==> src/rtl/id_ex_skid_reg.sv <==
// ID->EX pipeline register with a two-entry (main + skid) valid/ready buffer.
// Flush is synchronous. Control outputs are gated so that a bubble cannot write state.
module id_ex_skid_reg #(
  parameter int DATA_W = 32,
  parameter int REG_W  = 4,
  parameter int ALU_W  = 2,
  parameter int COND_W = 2,
  parameter int CNT_W  = 16
) (
  input  logic              clk,
  input  logic              reset,
  input  logic              flush,
  input  logic              in_valid,
  output logic              in_ready,
  input  logic              regw_in,
  input  logic              flagw_in,
  input  logic              memw_in,
  input  logic              memr_in,
  input  logic              branch_in,
  input  logic              imm_in,
  input  logic [DATA_W-1:0] a_in,
  input  logic [DATA_W-1:0] b_in,
  input  logic [ALU_W-1:0]  alu_ctrl_in,
  input  logic [COND_W-1:0] cond_sel_in,
  input  logic [REG_W-1:0]  rs1_in,
  input  logic [REG_W-1:0]  rs2_in,
  input  logic [REG_W-1:0]  rd_in,
  output logic              out_valid,
  input  logic              out_ready,
  output logic              regw_out,
  output logic              flagw_out,
  output logic              memw_out,
  output logic              memr_out,
  output logic              branch_out,
  output logic              imm_out,
  output logic [DATA_W-1:0] a_out,
  output logic [DATA_W-1:0] b_out,
  output logic [ALU_W-1:0]  alu_ctrl_out,
  output logic [COND_W-1:0] cond_sel_out,
  output logic [REG_W-1:0]  rs1_out,
  output logic [REG_W-1:0]  rs2_out,
  output logic [REG_W-1:0]  rd_out,
  output logic [CNT_W-1:0]  bubble_cnt
);

  localparam int CTRL_W = 6;
  localparam int PAY_W  = CTRL_W + 2*DATA_W + ALU_W + COND_W + 3*REG_W;

  logic [PAY_W-1:0]  w_in_pay;
  logic [PAY_W-1:0]  r_main_pay;
  logic [PAY_W-1:0]  r_skid_pay;
  logic              r_main_valid;
  logic              r_skid_valid;
  logic [CNT_W-1:0]  r_bubble_cnt;
  logic [CTRL_W-1:0] w_main_ctrl;
  logic [CTRL_W-1:0] w_ctrl_gated;
  logic              w_acc;
  logic              w_drn;

  // Control bits occupy the top CTRL_W bits so flush can clear them as one slice.
  assign w_in_pay = {regw_in, flagw_in, memw_in, memr_in, branch_in, imm_in,
                     a_in, b_in, alu_ctrl_in, cond_sel_in, rs1_in, rs2_in, rd_in};

  assign in_ready   = !r_skid_valid;
  assign out_valid  = r_main_valid;
  assign bubble_cnt = r_bubble_cnt;
  assign w_acc      = in_valid & !r_skid_valid;
  assign w_drn      = r_main_valid & out_ready;

  assign {w_main_ctrl, a_out, b_out, alu_ctrl_out, cond_sel_out,
          rs1_out, rs2_out, rd_out} = r_main_pay;

  generate
    for (genvar gi = 0; gi < CTRL_W; gi++) begin : g_gate
      assign w_ctrl_gated[gi] = w_main_ctrl[gi] & r_main_valid;
    end
  endgenerate

  assign {regw_out, flagw_out, memw_out, memr_out, branch_out, imm_out} = w_ctrl_gated;

  always_ff @(posedge clk or posedge reset) begin
    if (reset) begin
      r_main_valid <= 1'b0;
      r_skid_valid <= 1'b0;
      r_main_pay   <= '0;
      r_skid_pay   <= '0;
    end else if (flush) begin
      r_main_valid <= 1'b0;
      r_skid_valid <= 1'b0;
      r_main_pay[PAY_W-1 -: CTRL_W] <= '0;
      r_skid_pay[PAY_W-1 -: CTRL_W] <= '0;
    end else if (!r_main_valid || w_drn) begin
      if (r_skid_valid) begin
        r_main_pay   <= r_skid_pay;
        r_main_valid <= 1'b1;
        r_skid_valid <= w_acc;
        if (w_acc) begin
          r_skid_pay <= w_in_pay;
        end
      end else if (w_acc) begin
        r_main_pay   <= w_in_pay;
        r_main_valid <= 1'b1;
      end else begin
        r_main_valid <= 1'b0;
      end
    end else if (w_acc) begin
      // Main is stalled: park the accepted bundle; in_ready drops next cycle.
      r_skid_pay   <= w_in_pay;
      r_skid_valid <= 1'b1;
    end
  end

  always_ff @(posedge clk or posedge reset) begin
    if (reset) begin
      r_bubble_cnt <= '0;
    end else if (out_ready && !r_main_valid && (r_bubble_cnt != {CNT_W{1'b1}})) begin
      r_bubble_cnt <= r_bubble_cnt + CNT_W'(1);
    end
  end

endmodule

==> config.mk <==
export PLATFORM = sky130hd
export DESIGN_NAME = id_ex_skid_reg
export DESIGN_NICKNAME = d
export VERILOG_FILES = /design/src/rtl/id_ex_skid_reg.sv
export SDC_FILE = /design/constraint.sdc
export NUM_CORES = 1
export LEC_CHECK = 0
export CELL_PAD_IN_SITES_DETAIL_PLACEMENT = 0
export CELL_PAD_IN_SITES_GLOBAL_PLACEMENT = 2
export CORE_MARGIN = 2
export CORE_UTILIZATION = 33
export CTS_CLUSTER_SIZE = 24
export DETAILED_ROUTE_END_ITERATION = 10
export GPL_ROUTABILITY_DRIVEN = 1
export PLACE_DENSITY = 0.78
export SLEW_MARGIN = 10
export SYNTH_ARGS = -nofsm -noshare
export SYNTH_HDL_FRONTEND = slang
export SYNTH_SLANG_ARGS = --single-unit
==> constraint.sdc <==
create_clock -name clk -period 9.2 [get_ports clk]
set_input_delay 1.84 -clock clk [delete_from_list [all_inputs] [get_ports clk]]
set_output_delay 1.84 -clock clk [all_outputs]
set_load 0.005 [all_outputs]
==> results of run 1 <==
-- metrics by stage --
stage	area, um^2	hold WS (ns)	total power, W	std cells
6_report	10800	0.478	0.00222	1171
2_1_floorplan	8750	0.448	0.00136	727
5_1_grt	10800	0.502	0.00236	1171
3_5_place_dp	10200	0.466	0.00153	1140
4_1_cts	10800	0.486	0.00227	1171
3_3_place_gp	10200	0.462	0.00152	1140
-- routing by layer --
layer / global-route usage [%] / up-vias / routed length (um)
met5: 0 / - / 0
met4: 4.05 / 0 / 181
met3: 3.21 / 10 / 853
met2: 20.6 / 112 / 8380
met1: 19.9 / 2593 / 8980
li1: - / 2600 / -
-- worst reg2reg max path, delay by kind of cell, from the launching register on --
kind                   cells  cell delay (ns)
AND/OR/NAND/NOR            2             1.31
multiplexers               1             0.49
flip-flops                 1             0.72
buffers and inverters      2             0.84
-- sequential cells by signal (all words and copies together) (netlist names) --
signal	count
bubble_cnt	16
out_valid	1
r_main_pay	86
r_skid_pay	86
r_skid_valid	1
-- synth_stat cells (all sizes together) --
library cell  number
and2b              1
dfrtp            190
nand4              4
nand3              5
nor3               7
clkbuf            15
o21ai             80
xnor2              4
nor4               3
or3                1
or4                1
mux2i             92
and2               6
and4               1
nand2b             2
nand2             86
o311ai             1
o2bb2ai            6
and3               2
xor2              11
inv                5
nor2              13
nor2b              2
o41ai              1
a21oi              1
buf              105
ha                 1
mux2              81
-- final cells by class --
type / count / area (um^2) / share of cell area [%]
Multi-Input combinational cell: 412 / 3070 / 28.4
Tap cell: 335 / 419 / 3.88
Timing Repair Buffer: 198 / 1970 / 18.2
Inverter: 5 / 26.3 / 0.243
Sequential cell: 190 / 4760 / 44.0
Clock buffer: 18 / 439 / 4.06
Clock inverter: 13 / 128 / 1.18
-- layout by cell type, fill, tap and decap left out --
cell type and n:
nor3_1 7, or3_4 1, mux2i_1 92, inv_6 3, clkbuf_16 17, a21oi_1 1
o2bb2ai_1 6, nand2_1 86, clkdlybuf4s50_1 194, mux2_1 20, nor4_1 2, clkinv_4 2
xnor2_1 4, o21ai_0 66, o311ai_1 1, nand4_1 3, xor2_1 11, buf_4 4
nand2b_1 2, clkinvlp_4 3, nor2b_4 2, dfrtp_1 189, nor2_1 13, and2b_1 1
nand4_2 1, o41ai_2 1, nor4_2 1, dfrtp_4 1, or4_1 1, and4_1 1
clkinv_8 1, o21ai_1 14, inv_1 4, inv_8 5, ha_1 1, clkbuf_8 1
nand3_1 5, mux2_2 61, and2_1 6, and3_1 2
-- logic make-up after synthesis --
family | count (synthesis) | synth area share [%]
xor gates and xnor gates | 15 | 1.50
DFF | 190 | 54.3
buffers and inverters | 125 | 10.6
muxes | 173 | 20.9
adders and majority gates | 1 | 0.143
AOI/OAI and AO/OA | 89 | 5.52
and+or+nand+nor | 134 | 6.95
-- path summary, 6_finish.rpt --
kind	startpoint	endpoint	slack, ns	cells past startpoint
worst max-delay path	out_ready	r_skid_pay[21]	4.57	6
worst min-delay path	r_main_pay[8]	r_main_pay[8]	0.48	2
worst max register to register	r_skid_valid	r_skid_pay[21]	5.74	5
worst min register to register	r_main_pay[8]	r_main_pay[8]	0.48	2
max in group asynchronous	reset	r_skid_valid	5.67	3
min in group asynchronous	reset	r_main_pay[34]	1.91	2
-- power groups by stage --
stage / logic [W] / registers [W] / clock network [W]
2_1_floorplan: 0.000277 / 0.00108 / 0
3_3_place_gp: 0.000409 / 0.00111 / 0
3_5_place_dp: 0.000416 / 0.00111 / 0
4_1_cts: 0.000418 / 0.00109 / 0.000754
5_1_grt: 0.000454 / 0.00112 / 0.000786
6_report: 0.000408 / 0.00109 / 0.000721
==> key figures, run 1 <==
Clock tree
  • Clock-pin transition on the worst setup and hold timing paths: 0.07 ns
  • Max Buffers Root-to-Sink: 2
  • Num CTS Buffers: 17
  • Clock tree from TritonCTS: done
  • CTS Hold Buffers Added: 0
  • H-tree level count: 4
  • CTS-repair resized insts: 0
  • Root Buffer Master: clkbuf_16
  • CTS sink cnt: between 150 and 200
  • Buffer count from post-CTS setup fixing: 0
  • Insertion delay of the later-clocked pin in the worst-skew pair: about 0.43 ns

Floorplanning
  • Core outline area: approximately 26000 um^2
  • Die footprint: 27800 um^2
  • Die X: about 170 um
  • IO Pins: 195
  • Overall die height: approximately 170 um
  • Number of standard-cell rows in the floorplan: 59
  • Starting density of the core: 33.6%

Final layout
  • Final-stage net count: 916
  • Antenna Cells: 0
  • Layout cells sized above 1: ~12%
  • Number of fill cells: 2487
  • Layout overhead on the synthesized area: 23.6%
  • Final cell utilization of the core: 41.5%

Global routing
  • Largest net degree at the start of global routing: about 120
  • Total congestion overflow: 0
  • Global-route usage over all layers: between 10 and 15%
  • Via count of the first global-routing pass: between 5000 and 6000
  • Antenna violations before repair: 0
  • First-pass GRT wire length: about 31000 um

Routing
  • Iteration-0 DRC count of the detailed router: about 320
  • Via-per-instance ratio: between 4 and 5
  • Post-route antenna net violation count: 0
  • Pre-Repair DR Iteration Count: 4
  • Remaining DRCs: 0
  • Total Wirelength: between 15000 and 20000 um
  • Average routed wire per standard cell: ~16 um
  • DR vias: 5315

Critical path
  • Type of origin of the critical path: primary input
  • Most numerous cell on the critical path: nor2b_4
  • Cell family with the largest share of critical-path delay: simple AND/OR/NAND/NOR gates
  • Buffers plus inverters on the worst setup path: 2
  • Slowest cell on the critical path: nor2b_4
  • Worst-path maximum fanout: 50
  • Arr. time, crit path: between 4 and 5 ns
  • Data required time at the worst endpoint: roughly 9.5 ns
  • Ordered list of cells on the worst path: clkdlybuf4s50_1 -> nor2b_4 -> and3_1 -> nor2b_4 -> buf_4 -> mux2_2
  • Largest stage delay, worst path: approximately 0.87 ns
  • Worst setup EP type: register
  • Path type of the worst setup path: primary input to register

Synth
  • Top cell type's share of synthesized area: between 50% and 60%
  • Yosys reg bits: 190
  • Cell count after synthesis: around 730
  • Post-Syn Nets: around 820
  • Synth cell types: 37
  • Cell type contributing the most total cell area after synthesis: dfrtp_1
  • Register area share after synthesis: 54.3%
  • Post-synthesis area per instance: about 12 um^2
  • Total of warnings raised by yosys: 0
  • Synthesized area: a little under 9000 um^2
  • Leading post-synthesis cells by cell area: dfrtp_1, mux2i_1, mux2_2

STA
  • Final worst clock skew: roughly 0.012 ns
  • Setup repair after global routing missed its margin: false
  • Post-layout min period: approximately 4.6 ns
  • Total negative slack: 0 ns
  • Setup violators final: 0
  • Tcrit/Tclk final: roughly 50%
  • Setup WS post-layout: about 4.6 ns
  • Top achievable clock speed: approximately 220 MHz
  • Worst slew margin relative to its limit: between 20% and 30%
  • Worst Max-Slew Pin Slew: ~1.1 ns
  • Final Hold Violating Endpoints: 0
  • Pins over their slew limit: 0

Placement
  • Worst slack after detailed placement: slightly above 4 ns
  • Port-buffer cells: around 190
  • Sum of net half-perimeters after detailed placement: roughly 12000 um
  • Weighted congestion reported at the end of routability-driven placement: between 0.6 and 0.7

Power and ir drop
  • Internal power of the cells: 0.00162 W
  • Net load switching power: around 0.00060 W
  • Combinational power share: a little under a fifth
  • Clk pwr share: around 33%
  • Worst-case vdd ir drop: around 0.12 mV
  • Sequential Power Share: between 40% and 50%
  • Leak: roughly 4.4 nW
  • Power density cells: 205 nW/um^2
  • Switch share: 27.0%

Run
  • Number of maximum-capacitance violations: 0

Hold path
  • Worst min-delay path class: register to register

Outcome
  • Result of the run: finished clean
(Power assumes the default switching activity.)
==> run 2, diff against run 1 <==
- CORE_UTILIZATION: 33 -> 30
- PLACE_DENSITY: 0.78 -> 0.75
- clock period: 9.2 -> 3.99 ns (I/O delays scaled with it)
==> key figures, run 2 (synthesis results as in run 1) <==
Outcome
  • Result of the run: finished clean

Global routing
  • Total congestion overflow: 0 (unchanged)
  • First-pass GRT wire length: 31100 um (+1.4%)
  • Antenna violations before repair: 1 (+1)
  • Via count of the first global-routing pass: 5478 (-0.51%)
  • Global-route usage over all layers: 13.0% (-0.76 points)
  • Largest net degree at the start of global routing: 85 (-30%)

Critical path
  • Data required time at the worst endpoint: 4.30 ns (-5.22 ns)
  • Reg-to-Reg Start: r_skid_valid
  • Worst setup slack for register-to-register paths: 1.33 ns (-4.41 ns)
  • Path type of the worst setup path: primary input to register
  • Type of origin of the critical path: primary input
  • Arr. time, crit path: 3.05 ns (-1.89 ns)
  • Worst Reg2Reg Path Length in Cells: 5 (unchanged)
  • Worst-path maximum fanout: 43 (-14%)
  • Worst setup EP type: register
  • Worst reg2reg path endpoint: r_skid_pay[71]

Floorplanning
  • IO Pins: 195 (unchanged)
  • Overall die height: 175 um (+4.8%)
  • Die footprint: 30600 um^2 (+9.8%)
  • Number of standard-cell rows in the floorplan: 62 (+5.1%)
  • Starting density of the core: 30.5% (-3.1 points)
  • Die X: 175 um (+4.8%)
  • Core outline area: 28700 um^2 (+10%)

Clock tree
  • Clock-pin transition on the worst setup and hold timing paths: 0.07 ns (about the same)
  • CTS Hold Buffers Added: 0 (unchanged)
  • Insertion delay of the later-clocked pin in the worst-skew pair: 0.43 ns (about the same)
  • Clock tree from TritonCTS: done
  • Root Buffer Master: clkbuf_16
  • Buffer count from post-CTS setup fixing: 0 (unchanged)
  • CTS sink cnt: 190 (unchanged)
  • Num CTS Buffers: 17 (unchanged)
  • H-tree level count: 4 (unchanged)
  • Max Buffers Root-to-Sink: 2 (unchanged)
  • CTS-repair resized insts: 0 (unchanged)

STA
  • Setup violators final: 0 (unchanged)
  • Setup WS post-layout: 1.25 ns (-3.33 ns)
  • Post-layout min period: 2.74 ns
  • Top achievable clock speed: 365 MHz
  • Worst Max-Slew Pin Slew: 1.19 ns (+0.0742 ns)
  • Final Hold Violating Endpoints: 0 (unchanged)
  • Tcrit/Tclk final: around 70%
  • Pins over their slew limit: 0 (unchanged)
  • Total negative slack: 0 ns (unchanged)
  • Setup repair after global routing missed its margin: false
  • Final worst clock skew: 0.0150 ns (+0.00337 ns)
  • Worst slew margin relative to its limit: 20.1% (-5.0 points)

Routing
  • Remaining DRCs: 0 (unchanged)
  • DR vias: 5284 (-0.58%)
  • Via-per-instance ratio: 4.30 (-5.3%)
  • Iteration-0 DRC count of the detailed router: 196 (-39%)
  • Pre-Repair DR Iteration Count: 4 (unchanged)
  • Average routed wire per standard cell: 15.5 um (-1.6%)
  • Post-route antenna net violation count: 0 (unchanged)
  • Total Wirelength: 19000 um (+3.3%)

Power and ir drop
  • Total design power: 0.00512 W (+130%)
  • Power density cells: 467 nW/um^2 (+130%)
  • Leak: 4.50 nW (+1.1%)
  • Worst-case vdd ir drop: 0.223 mV (+87%)

Final layout
  • Final cell utilization of the core: 38.2% (-3.3 points)
  • Final-stage net count: 923 (+0.76%)
  • Non-filler cells in the finished layout: 1229 (+5.0%)
  • Commonest cells after routing, fill and taps aside: clkdlybuf4s50_1, dfrtp_1, mux2i_1
  • Layout cells sized above 1: 13.3% (+0.83 points)
  • Most frequent standard cell in the layout excluding fill and tap cells: clkdlybuf4s50_1
  • Layout overhead on the synthesized area: 25.3%

Placement
  • Port-buffer cells: 194 (unchanged)
  • Worst slack after detailed placement: 0.737 ns (-3.33 ns)
  • Number of placed instances, taps included: 1196 (+4.9%)
  • Sum of net half-perimeters after detailed placement: 12500 um (+4.9%)
  • Weighted congestion reported at the end of routability-driven placement: 0.721 (+3.9%)

Hold path
  • Origin of the worst min-delay path: r_main_pay[38]
  • Number of cells traversed by the worst hold path: 2 (unchanged)
  • Worst min-delay path class: register to register
  • Endpoint, Worst Hold: r_main_pay[38]

Run
  • Number of maximum-capacitance violations: 0 (unchanged)
run 2: worst max path at each step:
stage              start        endpoint  slack [ns]  cells after the start
3_3_place_gp   out_ready  r_skid_pay[56]        0.80                      6
2_1_floorplan      reset   bubble_cnt[0]        0.74                      1
3_5_place_dp   out_ready  r_skid_pay[61]        0.74                      6
5_1_grt        out_ready  r_skid_pay[71]        1.09                      6
6_report       out_ready  r_skid_pay[71]        1.25                      6
4_1_cts        out_ready   r_skid_pay[1]        1.19                      6
run 2: report_power, final:
group          switching, W  internal [W]
clock              0.000815      0.000841
sequential         0.000218       0.00230
combinational      0.000344      0.000609
run 2: layout make-up:
| class | count | area, um^2 |
|---|---|---|
| inverters | 5 | 22.5 |
| fillers | 2820 | 17700 |
| clock inverters | 14 | 128 |
| clock buffers | 18 | 439 |
| well taps | 384 | 480 |
| multi-input cells | 412 | 3070 |
| repair buffers | 205 | 2060 |
| flip-flops and latches | 190 | 4760 |
| diodes | 1 | 2.50 |
run 2: through the flow:
stage | cell area, um^2 | hold WS (ns)
3_5_place_dp | 10400 | 0.469
2_1_floorplan | 8750 | 0.448
5_1_grt | 11000 | 0.496
6_report | 11000 | 0.478
3_3_place_gp | 10400 | 0.462
4_1_cts | 11000 | 0.485
run 2: critical path, cell delays in order:
cell	delay, ns
clkdlybuf4s50_1	0.47
nor2b_4	0.15
and3_1	0.43
nor2b_4	0.25
buf_4	0.51
mux2_2	0.40
run 2: per-layer routing:
layer | track usage (%) | wire length, um | vias to the layer above
met3 | 3.92 | 1040 | 10
met2 | 20.2 | 8770 | 118
met1 | 17.7 | 8960 | 2541
met5 | 0 | 0 | -
met4 | 3.47 | 227 | 0
li1 | - | - | 2615
==> run 3, diff against run 2 <==
- clock period: 3.99 -> 2.5 ns (I/O delays scaled with it)
==> key figures, run 3 (synthesis results as in run 1) <==
Outcome
  • Result of the run: finished clean

Critical path
  • Arr. time, crit path: 1.65 ns (-1.40 ns)
  • Path type of the worst setup path: register to output pin
  • Largest stage delay, worst path: 0.55 ns (+0.04 ns)
  • Slowest cell on the critical path: clkdlybuf4s50_1
  • Data required time at the worst endpoint: 2.00 ns (-2.30 ns)
  • Worst-path maximum fanout: 10 (-77%)
  • Ordered list of cells on the worst path: and2_1 -> clkdlybuf4s50_1
  • Worst setup EP type: output pin
  • Type of origin of the critical path: register
  • Worst setup slack for register-to-register paths: 0.58 ns (-0.75 ns)

STA
  • Smallest hold slack: 0.419 ns (-0.0594 ns)
  • Tcrit/Tclk final: between 80% and 90%
  • Worst slew margin relative to its limit: 46.5% (+26 points)
  • Final worst clock skew: 0.0148 ns (-0.000197 ns)
  • Pins over their slew limit: 0 (unchanged)
  • Top achievable clock speed: approximately 470 MHz
  • Setup repair after global routing missed its margin: false
  • Worst Max-Slew Pin Slew: 0.802 ns (-0.384 ns)
  • Post-layout min period: roughly 2.1 ns
  • Final Hold Violating Endpoints: 0 (unchanged)
  • Setup violators final: 0 (unchanged)

Clock tree
  • CTS-repair resized insts: 0 (unchanged)
  • Num CTS Buffers: 17 (unchanged)
  • CTS sink cnt: 190 (unchanged)
  • Clock-pin transition on the worst setup and hold timing paths: 0.08 ns (about the same)
  • Root Buffer Master: clkbuf_16
  • Buffer count from post-CTS setup fixing: 0 (unchanged)
  • Clock tree from TritonCTS: done
  • Max Buffers Root-to-Sink: 2 (unchanged)
  • Insertion delay of the later-clocked pin in the worst-skew pair: 0.43 ns (about the same)
  • CTS Hold Buffers Added: 0 (unchanged)
  • H-tree level count: 4 (unchanged)

Global routing
  • Total congestion overflow: 0 (unchanged)
  • Global-route usage over all layers: 13.0% (-0.025 points)
  • First-pass GRT wire length: 31000 um (-0.38%)
  • Largest net degree at the start of global routing: 59 (-31%)
  • Antenna violations before repair: 3 (+2)
  • Via count of the first global-routing pass: 5383 (-1.7%)

Routing
  • DR vias: 5366 (+1.6%)
  • Pre-Repair DR Iteration Count: 4 (unchanged)
  • Post-route antenna net violation count: 0 (unchanged)
  • Via-per-instance ratio: 4.33 (+0.73%)
  • Remaining DRCs: 0 (unchanged)
  • Iteration-0 DRC count of the detailed router: 172 (-12%)
  • Average routed wire per standard cell: 15.6 um (+1.2%)
  • Total Wirelength: 19400 um (+2.0%)

Final layout
  • Layout cells sized above 1: 14.3% (+1.0 points)
  • Number of fill cells: 2805 (-0.53%)
  • Commonest cells after routing, fill and taps aside: clkdlybuf4s50_1, dfrtp_1, mux2i_1
  • Most frequent standard cell in the layout excluding fill and tap cells: clkdlybuf4s50_1
  • Final-stage net count: 933 (+1.1%)
  • Non-filler cells in the finished layout: 1239 (+0.81%)
  • Layout overhead on the synthesized area: 28.2%

Power and ir drop
  • Total design power: 0.00835 W (+63%)
  • Internal power of the cells: 0.00613 W (+64%)
  • Worst-case vdd ir drop: 0.303 mV (+36%)
  • Leak: 4.61 nW (+2.4%)
  • Sequential Power Share: 48.0% (-1.1 points)
  • Combinational power share: 18.6% (about the same)
  • Clk pwr share: 33.5% (+1.2 points)
  • Net load switching power: 0.00222 W (+61%)
  • Switch share: 26.6% (-0.30 points)
  • Power density cells: 745 nW/um^2 (+59%)

Placement
  • Number of placed instances, taps included: 1206 (+0.84%)
  • Sum of net half-perimeters after detailed placement: 13100 um (+5.0%)
  • Port-buffer cells: 194 (unchanged)
  • Weighted congestion reported at the end of routability-driven placement: 0.713 (-1.0%)

Floorplanning
  • Number of standard-cell rows in the floorplan: 62 (unchanged)
  • Core outline area: 28700 um^2 (unchanged)
  • IO Pins: 195 (unchanged)
  • Die X: 175 um (unchanged)
  • Overall die height: 175 um (unchanged)
  • Starting density of the core: 30.5% (unchanged)
  • Die footprint: 30600 um^2 (unchanged)

Hold path
  • Worst min-delay path class: primary input to async pin

Run
  • Number of maximum-capacitance violations: 0 (unchanged)
## run 3: power by group through the flow
stage / Combinational (W) / Sequential [W] / Clock [W]
floorplan: 0.00102 / 0.00398 / 0
global placement: 0.00156 / 0.00406 / 0
detailed placement: 0.00158 / 0.00407 / 0
CTS: 0.00159 / 0.00401 / 0.00292
global route: 0.00172 / 0.00409 / 0.00305
finish: 0.00155 / 0.00401 / 0.00280
## run 3: cell type report
class | instances | area (um^2) | share of cell area (%)
antenna | 1 | 2.50 | 0.0223
inverter | 5 | 22.5 | 0.201
clock inverter | 13 | 150 | 1.34
timing repair buffer | 215 | 2270 | 20.3
multi-input combinational | 412 | 3070 | 27.4
tap | 384 | 480 | 4.28
clock buffer | 19 | 453 | 4.04
sequential | 190 | 4760 | 42.4
## run 3: worst max-delay path: cells and delay by family, from the launching register on
kind,cells,cell delay (ns)
DFF,1,0.51
and+or+nand+nor,1,0.17
buffers and inverters,1,0.55
## run 3: worst paths after layout
kind                            cells past startpoint           start        endpoint
min in group clk                                    2  r_main_pay[33]  r_main_pay[33]
worst max register to register                      6       out_valid  r_skid_pay[59]
worst max-delay path                                2       out_valid        memw_out
max in group asynchronous                           3           reset  r_skid_pay[72]
worst min-delay path                                2           reset  r_skid_pay[34]
worst min register to register                      2  r_main_pay[33]  r_main_pay[33]
## run 3: stage by stage
stage | TNS, ns | setup slack (ns) | instance area [um^2] | util, %
after floorplan | -85.21 | -0.448 | 8750 | -
after global placement | 0 | 0.153 | 10600 | 37.0
after detailed placement | 0 | 0.144 | 10600 | 37.0
after CTS | 0 | 0.314 | 11200 | 39.1
after global routing | 0 | 0.224 | 11200 | 39.1
final | 0 | 0.354 | 11200 | 39.1
## run 3: metal layers
metal	share of wire, %	track usage, %	vias up
li1	-	-	2636
met1	48	17.9	2599
met2	46	19.7	108
met3	5.2	4.11	19
met4	1.1	3.33	4
met5	0.13	0	-
